<file path="src/rtl/vga_rect_writer.sv">
// vga_rect_writer
// Framebuffer writer for the 160x120, 3-bit-colour VGA pixel path. It takes
// rectangle-fill and clear-screen commands over a valid/ready handshake. It
// produces one pixel write per clock into the write port of the video memory.
//
// Ports
//    clk        system (pixel-domain) clock
//    reset      synchronous, active-high reset
//    cmd_valid  command present
//    cmd_ready  block can accept a command (high only in IDLE)
//    cmd_clear  1 = fill the whole screen; x/y/w/h are ignored
//    cmd_x      rectangle left column
//    cmd_y      rectangle top row
//    cmd_w      rectangle width in pixels
//    cmd_h      rectangle height in pixels
//    cmd_color  fill colour
//    wr_en      pixel write strobe
//    wr_x       write column
//    wr_y       write row
//    wr_color   write colour
//    busy       command in progress
//    done       one-cycle pulse when a command completes
module vga_rect_writer #(
   parameter int H_RES = 160,
   parameter int V_RES = 120,
   parameter int XW    = 8,
   parameter int YW    = 7,
   parameter int CW    = 3
) (
   input  logic          clk,
   input  logic          reset,
   input  logic          cmd_valid,
   output logic          cmd_ready,
   input  logic          cmd_clear,
   input  logic [XW-1:0] cmd_x,
   input  logic [YW-1:0] cmd_y,
   input  logic [XW-1:0] cmd_w,
   input  logic [YW-1:0] cmd_h,
   input  logic [CW-1:0] cmd_color,
   output logic          wr_en,
   output logic [XW-1:0] wr_x,
   output logic [YW-1:0] wr_y,
   output logic [CW-1:0] wr_color,
   output logic          busy,
   output logic          done
);

   // Screen limits held one bit wider than the coordinate fields, so that
   // the clipped end coordinates (which can equal the resolution) fit.
   localparam logic [XW:0] X_LIM = (XW+1)'(H_RES);
   localparam logic [YW:0] Y_LIM = (YW+1)'(V_RES);

   typedef enum logic [1:0] {
      IDLE,
      FILL,
      DONE
   } state_t;

   state_t state;

   // Latched rectangle geometry. wr_x / wr_y double as the scan cursor.
   logic [XW-1:0] x0_q;
   logic [XW:0]   x_end_q;
   logic [YW:0]   y_end_q;

   // Effective command fields after clear substitution, the clipped
   // exclusive end coordinates and the zero-write classification. Sums are
   // one bit wider, so x + w cannot wrap back onto the screen.
   logic [XW-1:0] eff_x0;
   logic [YW-1:0] eff_y0;
   logic [XW-1:0] eff_w;
   logic [YW-1:0] eff_h;
   logic [XW:0]   sum_x;
   logic [YW:0]   sum_y;
   logic [XW:0]   x_end_c;
   logic [YW:0]   y_end_c;
   logic          degenerate;

   always_comb begin
      eff_x0     = cmd_clear ? '0 : cmd_x;
      eff_y0     = cmd_clear ? '0 : cmd_y;
      eff_w      = cmd_clear ? X_LIM[XW-1:0] : cmd_w;
      eff_h      = cmd_clear ? Y_LIM[YW-1:0] : cmd_h;
      sum_x      = {1'b0, eff_x0} + {1'b0, eff_w};
      sum_y      = {1'b0, eff_y0} + {1'b0, eff_h};
      x_end_c    = (sum_x > X_LIM) ? X_LIM : sum_x;
      y_end_c    = (sum_y > Y_LIM) ? Y_LIM : sum_y;
      degenerate = (eff_w == '0) || (eff_h == '0) ||
                   ({1'b0, eff_x0} >= X_LIM) || ({1'b0, eff_y0} >= Y_LIM);
   end

   // The cursor sits on the last column / last row of the clipped rectangle.
   logic last_col;
   logic last_row;

   always_comb begin
      last_col = ({1'b0, wr_x} == (x_end_q - 1'b1));
      last_row = ({1'b0, wr_y} == (y_end_q - 1'b1));
   end

   // Main FSM. A command is latched on accept; a non-empty rectangle is
   // then scanned row-major with one registered write per clock, and every
   // command ends with a single DONE cycle before returning to IDLE.
   always_ff @(posedge clk) begin
      if (reset) begin
         state    <= IDLE;
         wr_en    <= 1'b0;
         wr_x     <= '0;
         wr_y     <= '0;
         wr_color <= '0;
         done     <= 1'b0;
         x0_q     <= '0;
         x_end_q  <= '0;
         y_end_q  <= '0;
      end else begin
         case (state)
            IDLE: begin
               wr_en <= 1'b0;
               done  <= 1'b0;
               if (cmd_valid) begin
                  if (degenerate) begin
                     state <= DONE;
                     done  <= 1'b1;
                  end else begin
                     state    <= FILL;
                     wr_en    <= 1'b1;
                     wr_x     <= eff_x0;
                     wr_y     <= eff_y0;
                     wr_color <= cmd_color;
                     x0_q     <= eff_x0;
                     x_end_q  <= x_end_c;
                     y_end_q  <= y_end_c;
                  end
               end
            end
            FILL: begin
               if (last_col) begin
                  if (last_row) begin
                     state <= DONE;
                     wr_en <= 1'b0;
                     done  <= 1'b1;
                  end else begin
                     wr_x <= x0_q;
                     wr_y <= wr_y + 1'b1;
                  end
               end else begin
                  wr_x <= wr_x + 1'b1;
               end
            end
            DONE: begin
               state <= IDLE;
               done  <= 1'b0;
               wr_en <= 1'b0;
            end
            default: begin
               state <= IDLE;
               wr_en <= 1'b0;
               done  <= 1'b0;
            end
         endcase
      end
   end

   // Handshake and status follow directly from the registered state.
   assign cmd_ready = (state == IDLE);
   assign busy      = (state != IDLE);

endmodule
</file>
<file path="config.mk">
export PLATFORM = sky130hd
export DESIGN_NAME = vga_rect_writer
export DESIGN_NICKNAME = d
export VERILOG_FILES = /design/src/rtl/vga_rect_writer.sv
export SDC_FILE = /design/constraint.sdc
export NUM_CORES = 1
export LEC_CHECK = 0
export ABC_CLOCK_PERIOD_IN_PS = 4300
export CAP_MARGIN = 15
export CORE_MARGIN = 3
export CORE_UTILIZATION = 33
export DETAILED_ROUTE_END_ITERATION = 8
export MAX_ROUTING_LAYER = met4
export PLACE_DENSITY = 0.62
export SYNTH_ARGS = -nofsm -noshare
export SYNTH_HDL_FRONTEND = slang
export SYNTH_SLANG_ARGS = --single-unit
</file>
<file path="constraint.sdc">
create_clock -name clk -period 4.3 [get_ports clk]
set_input_delay 0.86 -clock clk [delete_from_list [all_inputs] [get_ports clk]]
set_output_delay 0.86 -clock clk [all_outputs]
set_load 0.005 [all_outputs]
</file>
==> results.md, run 1 <==
- Outcome: completed
- Routability congestion estimate from global placement: 0.920
- Clock sinks: 47
- Global-route wire length before repair: 15.0 mm
- Final Setup Violations: 0
- Crit path required time: 4550 ps
- Clock power share: 25.0%
- Pwr dens: 307 mW/mm^2
- Worst Skew: 8.52 ps
- Worst-path maximum fanout: 8
- Post-Place Cells: 595
- Worst Setup Start Kind: input pin
- HPWL Detailed: 7.09 mm
- CTS resizes: 0
- Peak supply drop: 0.140 mV
- Power Internal: 870 uW
- Number of global-route vias before repair: 3,090
- Later-pin clock latency in the skew report: 300 ps
- FMAX: 263 MHz
- Sequential share of power: 40.3%
- Place WS: 175 ps
- Slew Limit Headroom: 37.3%
- Final hold vios: 0
- #FFs+latches synth: 47
- Area delta synth->final: 24.9%
- DIE HEIGHT: 107 microns
- Syn_area_per_cell: 8.19 sq um
- CTS tree: built
- Slew Limit Fails: 0
- Net Count, Synth: 472
- Clock Pin Slew Worst Setup and Hold Paths: 90 ps
- Initial DRC Count: 172
- Per-cell routed wire length: 14.9 microns
- Layout Nets: 527
- Fill cells: 1,000
- RSZ-0062 raised after global routing: false
- IO Count: 59
- Post-CTS Setup Bufs: 0
- Initial antenna violation count: 0
- Sw power: 431 uW
- Largest net degree at the start of global routing: 29
- FFs w/ async S/R, synth: 0%
- Core Rows: 36
- Clock buffers created by TritonCTS: 5
- Worst EP arrival: 4060 ps
- Port Buffers: 58
- Clk root buf: clkbuf_8
- Starting Density: 34.4%
- Max-Cap Viols: 0
- Top_reg_cell synth: dfxtp_1
- Post-route ant nets: 0
- Ant diodes: 0
- Drt via density: 5.20
- Synth warn: 0
- Post-synth EDFFs: 0
- Switch share: 33.1%
- Syn Inst Count: 414
- Sum Neg Setup Slack: 0 ps
- Setup CP Type: input pin to flop
- Routed vias: 3,133
- Drt drc: 0
- Gate power share: 34.7%
- Proportion of layout cells with a drive suffix above 1: 7.46%
- Mapped Area: 0.00339 sq mm
- Post-Route WL: 8.97 mm
- Hold Crit Class: flop to flop
- Synth unique cells: 63
- Sequential fraction of the synthesis area: 27.8%
- Final WS setup: 492 ps
- Total Die Area: 0.0115 sq mm
- Core Box Area: 0.00986 sq mm
- Fin crit period: 3810 ps
- Total GRT Usage: 16.4%
- Final cycle utilization of the critical path: 88.6%
- Buffer depth of the longest clock path: 2
- CP Capture Type: flop
- H-tree levels: 2
- Pre-antenna DRT Iters: 4
- Post-Layout Cell Count: 602
- Post-CTS Hold Buffers: 0
- Die width: 107 microns
- Leakage power: 0.00172 uW
- GRT overflow: 0
- Worst-Margin Slew: 940 ps
-- state kept, by name, indices dropped and copies added, names as in the netlist --
register,count
wr_color,3
x0_q,8
wr_y,7
wr_x,8
wr_en,1
done,1
x_end_q,9
y_end_q,8
state,2
-- power by group through the flow --
| stage | combinational, uW | sequential, uW | clock (uW) |
|---|---|---|---|
| 2_1_floorplan | 310 | 517 | 0 |
| 3_3_place_gp | 442 | 532 | 0 |
| 3_5_place_dp | 450 | 534 | 0 |
| 4_1_cts | 453 | 524 | 333 |
| 5_1_grt | 502 | 533 | 348 |
| 6_report | 451 | 525 | 325 |
-- cell usage in the layout, fill, tap and decap left out, types with 3 or more instances in the layout --
cell type        netlist  final
and3_1                 6      6
a32o_1                 4      4
nand3_1                8      8
clkdlybuf4s50_1        0     58
nand2b_1               6      6
ha_1                  19     19
nor4_1                 6      6
nor2b_1               29     29
buf_4                  1     13
nor3_1                12     12
a21o_1                 4      4
nand2_1               25     25
o211ai_1               7      7
o21ai_1                3      3
o31ai_1                3      3
xor2_1                12     12
mux2i_1               12     12
o21ai_0                6      6
clkbuf_8               0      5
xnor2_1               21     21
or2_2                  7      7
nor2_1                35     35
dfxtp_1               47     47
inv_1                 23     23
a221oi_1              12     12
a21oi_1               29     29
a22o_1                 6      6
o21bai_1               4      4
-- worst max-delay path, stage by stage --
cell and delay (ps):
clkdlybuf4s50_1 600, buf_4 190, nor2b_1 80, fa_1 460, a21o_1 190, a21oi_1 210
o21bai_1 100, a21oi_1 230, o21bai_1 120, a2111oi_0 400, buf_4 200, a21boi_1 260
a22o_1 160
-- worst paths after layout --
kind,slack [ps],depth (start not counted),startpoint,to
worst max-delay path,490,13,cmd_clear,x_end_q[0]
worst min-delay path,450,2,done,done
worst max register to register,1010,10,x_end_q[0],wr_y[4]
worst min register to register,450,2,done,done
-- cells in the mapped netlist, types with 3 or more instances --
cell type	instances	area, sq um
inv_1	23	86.3
nor4_1	6	37.5
a22o_1	6	52.6
o21bai_1	4	30.0
nand2_1	25	93.8
a21o_1	4	30.0
o31ai_1	3	22.5
a32o_1	4	40.0
nand3_1	8	40.0
and3_1	6	37.5
dfxtp_1	47	941
mux2i_1	12	120
clkbuf_1	17	63.8
xor2_1	12	105
o21ai_0	6	30.0
xnor2_1	21	184
nor2_1	35	131
or2_2	7	43.8
nor3_1	12	60.1
a221oi_1	12	105
o21ai_1	3	15.0
nor2b_1	29	181
a21oi_1	29	145
o211ai_1	7	52.6
nand2b_1	6	37.5
ha_1	19	238
-- cells by family (layout without fill, tap and decap cells) --
kind of cell    count (synthesis)  in the layout  share of synthesized area [%]
simple gates                  150            150                           23.4
compound gates                105            105                           22.9
flops                          47             47                           27.8
buf+inv                        46            101                           5.72
xor+xnor                       33             33                           8.53
fa+ha+maj                      21             21                           8.20
mux                            12             12                           3.54
-- through the flow --
| stage | power, uW | cell area (sq um) | hold WS, ps | util (%) |
|---|---|---|---|---|
| 2_1_floorplan | 827 | 3390 | 442 | - |
| 3_3_place_gp | 974 | 4130 | 449 | 41.8 |
| 3_5_place_dp | 984 | 4130 | 447 | 41.8 |
| 4_1_cts | 1310 | 4230 | 461 | 42.9 |
| 5_1_grt | 1380 | 4230 | 483 | 42.9 |
| 6_report | 1300 | 4230 | 454 | 42.9 |
-- per-layer routing --
layer	track usage [%]	part of all wire [%]
met1	22.4	50
met2	25.5	44
met3	1.80	3.6
met4	5.50	1.8
met5	-	0
-- cell type report --
class	count	area, sq um	share of cell area [%]
sequential	47	941	22.2
tap	133	166	3.93
inverter	23	86.3	2.04
clock inverter	2	37.5	0.887
clock buffer	5	68.8	1.63
timing repair buffer	71	678	16.0
multi-input combinational	321	2250	53.3
No activity file was read; power rests on OpenSTA's default activity.
==> run 2, diff against run 1 <==
--- a/config.mk
+++ b/config.mk
@@ -7,7 +7,6 @@
 export LEC_CHECK = 0
 export ABC_CLOCK_PERIOD_IN_PS = 4300
 export CAP_MARGIN = 15
-export CORE_MARGIN = 3
 export CORE_UTILIZATION = 33
 export DETAILED_ROUTE_END_ITERATION = 8
 export MAX_ROUTING_LAYER = met4
==> results.md, run 2 (synthesis results as in run 1) <==
- Area delta synth->final: 23.9%
- Routability congestion estimate from global placement: 0.821 (-11%)
- Max-Cap Viols: 0 (unchanged)
- Power Internal: 808 uW (-7.1%)
- Starting Density: 34.4% (unchanged)
- Core Rows: 36 (unchanged)
- Initial antenna violation count: 0 (unchanged)
- Sum Neg Setup Slack: 0 ps (unchanged)
- Sequential share of power: 42.3% (+2.0 points)
- Max reg flops: 9 (unchanged)
- Tot Pwr: 1240 uW (-4.7%)
- Switch share: 34.8% (+1.7 points)
- Setup CP Type: input pin to flop
- GRT overflow: 0 (unchanged)
- Design area: 0.00420 sq mm (-0.80%)
- Routed vias: 3,176 (+1.4%)
- CTS resizes: 0 (unchanged)
- Buffer depth of the longest clock path: 2 (unchanged)
- Clock buffers created by TritonCTS: 5 (unchanged)
- CTS tree: built
- Clock sinks: 47 (unchanged)
- Worst-Margin Slew: 934 ps (-6.14 ps)
- RSZ-0062 raised after global routing: false
- Drt via density: 5.28 (+1.5%)
- Leakage power: 0.00170 uW (-0.75%)
- Final cycle utilization of the critical path: 89.0% (+0.41 points)
- IO Count: 59 (unchanged)
- FMAX: 261 MHz (-0.46%)
- Largest net degree at the start of global routing: 22 (-24%)
- Drt drc: 0 (unchanged)
- Hold Crit Class: flop to flop
- Number of global-route vias before repair: 2,909 (-5.9%)
- Global-route wire length before repair: 14.4 mm (-4.2%)
- Peak supply drop: 0.148 mV (+5.4%)
- Post-CTS Setup Bufs: 0 (unchanged)
- Clock Pin Slew Worst Setup and Hold Paths: 90 ps (about the same)
- Ant diodes: 0 (unchanged)
- Post-CTS Hold Buffers: 0 (unchanged)
- Fill cells: 976 (-2.4%)
- Worst-path maximum fanout: 8 (unchanged)
- Clock power share: 21.1% (-3.9 points)
- Core Box Area: 0.00986 sq mm (unchanged)
- Pre-antenna DRT Iters: 4 (unchanged)
- Per-cell routed wire length: 15.0 microns (+0.97%)
- HPWL Detailed: 7.04 mm (-0.75%)
- Final hold vios: 0 (unchanged)
- Placed Area: 0.00413 sq mm (unchanged)
- Gate power share: 36.5% (+1.8 points)
- Worst Setup Start Kind: input pin
- Commonest non-fill, non-tap cell in the layout: clkdlybuf4s50_1
- Initial DRC Count: 152 (-12%)
- Most frequent cells in the layout: clkdlybuf4s50_1, dfxtp_1, nor2_1, nor2b_1, a21oi_1
- H-tree levels: 2 (unchanged)
- Total Die Area: 0.0107 sq mm (-7.3%)
- Port Buffers: 58 (unchanged)
- Clk root buf: clkbuf_8
- Worst EP arrival: 4080 ps (+20 ps)
- Proportion of layout cells with a drive suffix above 1: 7.05% (-0.41 points)
- Later-pin clock latency in the skew report: 300 ps (about the same)
- Pwr dens: 295 mW/mm^2 (-4.0%)
- Final Setup Violations: 0 (unchanged)
- Fin crit period: 3830 ps (+17.4 ps)
- Worst Skew: 5.55 ps (-2.97 ps)
- CP Capture Type: flop
- Sw power: 432 uW (+0.11%)
- Outcome: completed
- Layout Nets: 527 (unchanged)
- Crit path required time: 4550 ps (about the same)
- Total GRT Usage: 18.0% (+1.6 points)
- Post-Route WL: 9.04 mm (+0.80%)
- Die width: 103 microns (-3.7%)
- Post-route ant nets: 0 (unchanged)
- Most flop-heavy register: x_end_q
- DIE HEIGHT: 103 microns (-3.7%)
- Slew Limit Headroom: 37.7% (+0.41 points)
- Slew Limit Fails: 0 (unchanged)
## run 2: cell types whose count changed in the layout (fill, tap and decap cells not counted), sizes merged
cell	previous run	this run
clkbuf	5	6
clkinvlp	1	0
bufinv	1	0
## run 2: final cells by class
class / instances / area [sq um] / area share (%)
Multi-Input combinational cell: 321 / 2250 / 53.7
Timing Repair Buffer: 71 / 678 / 16.2
Sequential cell: 47 / 941 / 22.4
Clock buffer: 6 / 72.6 / 1.73
Inverter: 23 / 86.3 / 2.06
Tap cell: 133 / 166 / 3.96
## run 2: power groups by stage
stage / registers [uW] / clock network (uW) / logic, uW
final: 525 / 262 / 453
after global routing: 530 / 283 / 503
after CTS: 524 / 267 / 453
after detailed placement: 535 / 0 / 450
after global placement: 533 / 0 / 440
after floorplan: 517 / 0 / 310
## run 2: layer usage
metal / up-vias / track usage (%) / routed length, microns
met3: 12 / 2.49 / 531
met1: 1469 / 24.3 / 4360
met5: - / - / 0
li1: 1593 / - / -
met4: 0 / 5.85 / 159
met2: 102 / 27.7 / 3990
## run 2: critical path: stages
cell and delay [ps]:
clkdlybuf4s50_1 620, nor2b_1 100, ha_1 220, fa_1 410
a21o_1 200, a21oi_1 220, o21bai_1 90, a21oi_1 220
o21bai_1 110, a2111oi_0 410, buf_4 200, a21boi_1 250
a22o_1 170
## run 2: through the flow
step / setup WS, ps / instances / hold slack [ps] / utilization (%)
global route: 329 / 601 / 496 / 42.6
floorplan: 153 / 414 / 442 / -
detailed placement: 169 / 595 / 458 / 41.8
CTS: 469 / 601 / 472 / 42.6
global placement: 219 / 595 / 449 / 41.8
finish: 475 / 601 / 459 / 42.6
## run 2: final timing paths
check | startpoint | end | slack [ps] | cells past startpoint
worst max register to register | x_end_q[0] | wr_y[2] | 990 | 10
worst min-delay path | done | done | 460 | 2
worst max-delay path | cmd_clear | x_end_q[2] | 470 | 13
worst min register to register | done | done | 460 | 2
==> run 3, diff against run 2 <==
--- a/config.mk
+++ b/config.mk
@@ -5,12 +5,12 @@
 export SDC_FILE = /design/constraint.sdc
 export NUM_CORES = 1
 export LEC_CHECK = 0
-export ABC_CLOCK_PERIOD_IN_PS = 4300
+export ABC_CLOCK_PERIOD_IN_PS = 4900
 export CAP_MARGIN = 15
 export CORE_UTILIZATION = 33
 export DETAILED_ROUTE_END_ITERATION = 8
 export MAX_ROUTING_LAYER = met4
-export PLACE_DENSITY = 0.62
+export PLACE_DENSITY = 0.6
 export SYNTH_ARGS = -nofsm -noshare
 export SYNTH_HDL_FRONTEND = slang
 export SYNTH_SLANG_ARGS = --single-unit
==> constraint.sdc (replaced) <==
create_clock -name clk -period 4.9 [get_ports clk]
set_input_delay 0.98 -clock clk [delete_from_list [all_inputs] [get_ports clk]]
set_output_delay 0.98 -clock clk [all_outputs]
set_load 0.005 [all_outputs]
==> results.md, run 3 (synthesis results as in run 1) <==
- Port Buffers: 58 (unchanged)
- Post-CTS Setup Bufs: 0 (unchanged)
- Worst-path maximum fanout: 28 (+20)
- Most flop-heavy register: x_end_q
- Setup CP Type: input pin to flop
- Sum Neg Setup Slack: 0 ps (unchanged)
- Fin crit period: 3960 ps
- Max-Cap Viols: 0 (unchanged)
- Worst Setup Start Kind: input pin
- Routed vias: 3,072 (-3.3%)
- Slew Limit Fails: 0 (unchanged)
- Max reg flops: 9 (unchanged)
- Final hold vios: 0 (unchanged)
- Die width: 103 microns (unchanged)
- Worst-Margin Slew: 894 ps (-39.7 ps)
- Total GRT Usage: 17.8% (-0.24 points)
- Largest net degree at the start of global routing: 29 (+32%)
- Slew Limit Headroom: 40.4% (+2.6 points)
- Later-pin clock latency in the skew report: 310 ps (about the same)
- DIE HEIGHT: 103 microns (unchanged)
- Most frequent cells in the layout: clkdlybuf4s50_1, dfxtp_1, nor2_1, nor2b_1, a21oi_1
- Per-cell routed wire length: 14.5 microns (-3.9%)
- RSZ-0062 raised after global routing: false
- Post-route ant nets: 0 (unchanged)
- Crit path max-delay cell type: clkdlybuf4s50_1
- Pwr dens: 276 mW/mm^2 (-6.4%)
- Clock Pin Slew Worst Setup and Hold Paths: 100 ps (about the same)
- Starting Density: 34.4% (unchanged)
- Worst stage delay on the critical path: 520 ps (-100 ps)
- Post-CTS Hold Buffers: 0 (unchanged)
- Core Box Area: 0.00986 sq mm (unchanged)
- Worst EP arrival: 4220 ps (+140 ps)
- HPWL Detailed: 6.79 mm (-3.6%)
- Clk root buf: clkbuf_8
- Area delta synth->final: 24.0% (about the same)
- Routability congestion estimate from global placement: 0.804 (-2.1%)
- Initial antenna violation count: 0 (unchanged)
- Proportion of layout cells with a drive suffix above 1: 6.47% (-0.59 points)
- Final cycle utilization of the critical path: 80.7%
- Clock sinks: 47 (unchanged)
- Total Die Area: 0.0107 sq mm (unchanged)
- Outcome: completed
- Design area: 0.00420 sq mm (about the same)
- Initial DRC Count: 139 (-8.6%)
- CTS resizes: 0 (unchanged)
- Post-Route WL: 8.63 mm (-4.6%)
- Commonest non-fill, non-tap cell in the layout: clkdlybuf4s50_1
- Number of global-route vias before repair: 2,823 (-3.0%)
- CP Capture Type: flop
- Drt via density: 5.15 (-2.6%)
- H-tree levels: 2 (unchanged)
- Placed Area: 0.00408 sq mm (-1.1%)
- CTS tree: built
- Ant diodes: 0 (unchanged)
- Critical Path, Cell by Cell: clkdlybuf4s50_1, buf_4, nor2b_1, fa_1, a21o_1, a21oi_1, o21bai_1, a21oi_1, o21bai_1, a2111oi_0, buf_4, a21boi_1, a22o_1
- GRT overflow: 0 (unchanged)
- Drt drc: 0 (unchanged)
- Post-layout util: 42.6% (about the same)
- FMAX: 253 MHz
- Peak supply drop: 0.126 mV (-15%)
- R2R Setup Slk: 1340 ps (+350 ps)
- Pre-antenna DRT Iters: 4 (unchanged)
- Core Rows: 36 (unchanged)
- Final Setup Violations: 0 (unchanged)
- Leakage power: 0.00170 uW (-0.28%)
- Hold Crit Class: flop to flop
- IO Count: 59 (unchanged)
- Fill cells: 990 (+1.4%)
- Global-route wire length before repair: 14.0 mm (-2.3%)
- Crit path required time: 5170 ps (+620 ps)
- Layout Nets: 521 (-1.1%)
- Buffer depth of the longest clock path: 2 (unchanged)
- Worst Skew: 8.48 ps (+2.92 ps)
- Worst Hold Margin: 459 ps (-0.0820 ps)
- Clock buffers created by TritonCTS: 5 (unchanged)
run 3: cell type report:
type                            count  area, sq um  share of cell area [%]
Multi-Input combinational cell    321         2250                    53.6
Sequential cell                    47          941                    22.4
Timing Repair Buffer               65          633                    15.1
Tap cell                          133          166                    3.96
Inverter                           23         86.3                    2.05
Clock buffer                        6         82.6                    1.96
Clock inverter                      2         38.8                   0.923
run 3: layer usage:
layer  global-route usage, %  wire length (microns)
met5                       -                      0
met4                    4.44                     82
met3                    3.09                    496
met2                    27.5                   3800
met1                    24.0                   4260
run 3: metrics by stage:
| stage | worst slack [ps] | instances | power, uW |
|---|---|---|---|
| after floorplan | 633 | 414 | 726 |
| after global placement | 754 | 589 | 852 |
| after detailed placement | 622 | 589 | 858 |
| after CTS | 938 | 597 | 1170 |
| after global routing | 732 | 597 | 1240 |
| final | 944 | 597 | 1160 |
run 3: final timing paths:
| check | startpoint | end | cells after the start |
|---|---|---|---|
| worst max-delay path | cmd_clear | x_end_q[1] | 13 |
| worst min-delay path | done | done | 2 |
| worst max register to register | x_end_q[0] | wr_y[4] | 10 |
| worst min register to register | done | done | 2 |
run 3: critical path, delay by kind of cell:
family,cells,cell delay [ps]
buffers and inverters,3,1000
AO/OA/AOI/OAI,8,1700
adder cells (fa/ha/maj),1,430
AND/OR/NAND/NOR,1,120
run 3: power by group:
group	total (uW)	internal, uW	switching [uW]
logic	391	196	195
registers	459	415	44.5
clock network	311	168	143
total	1160	779	382
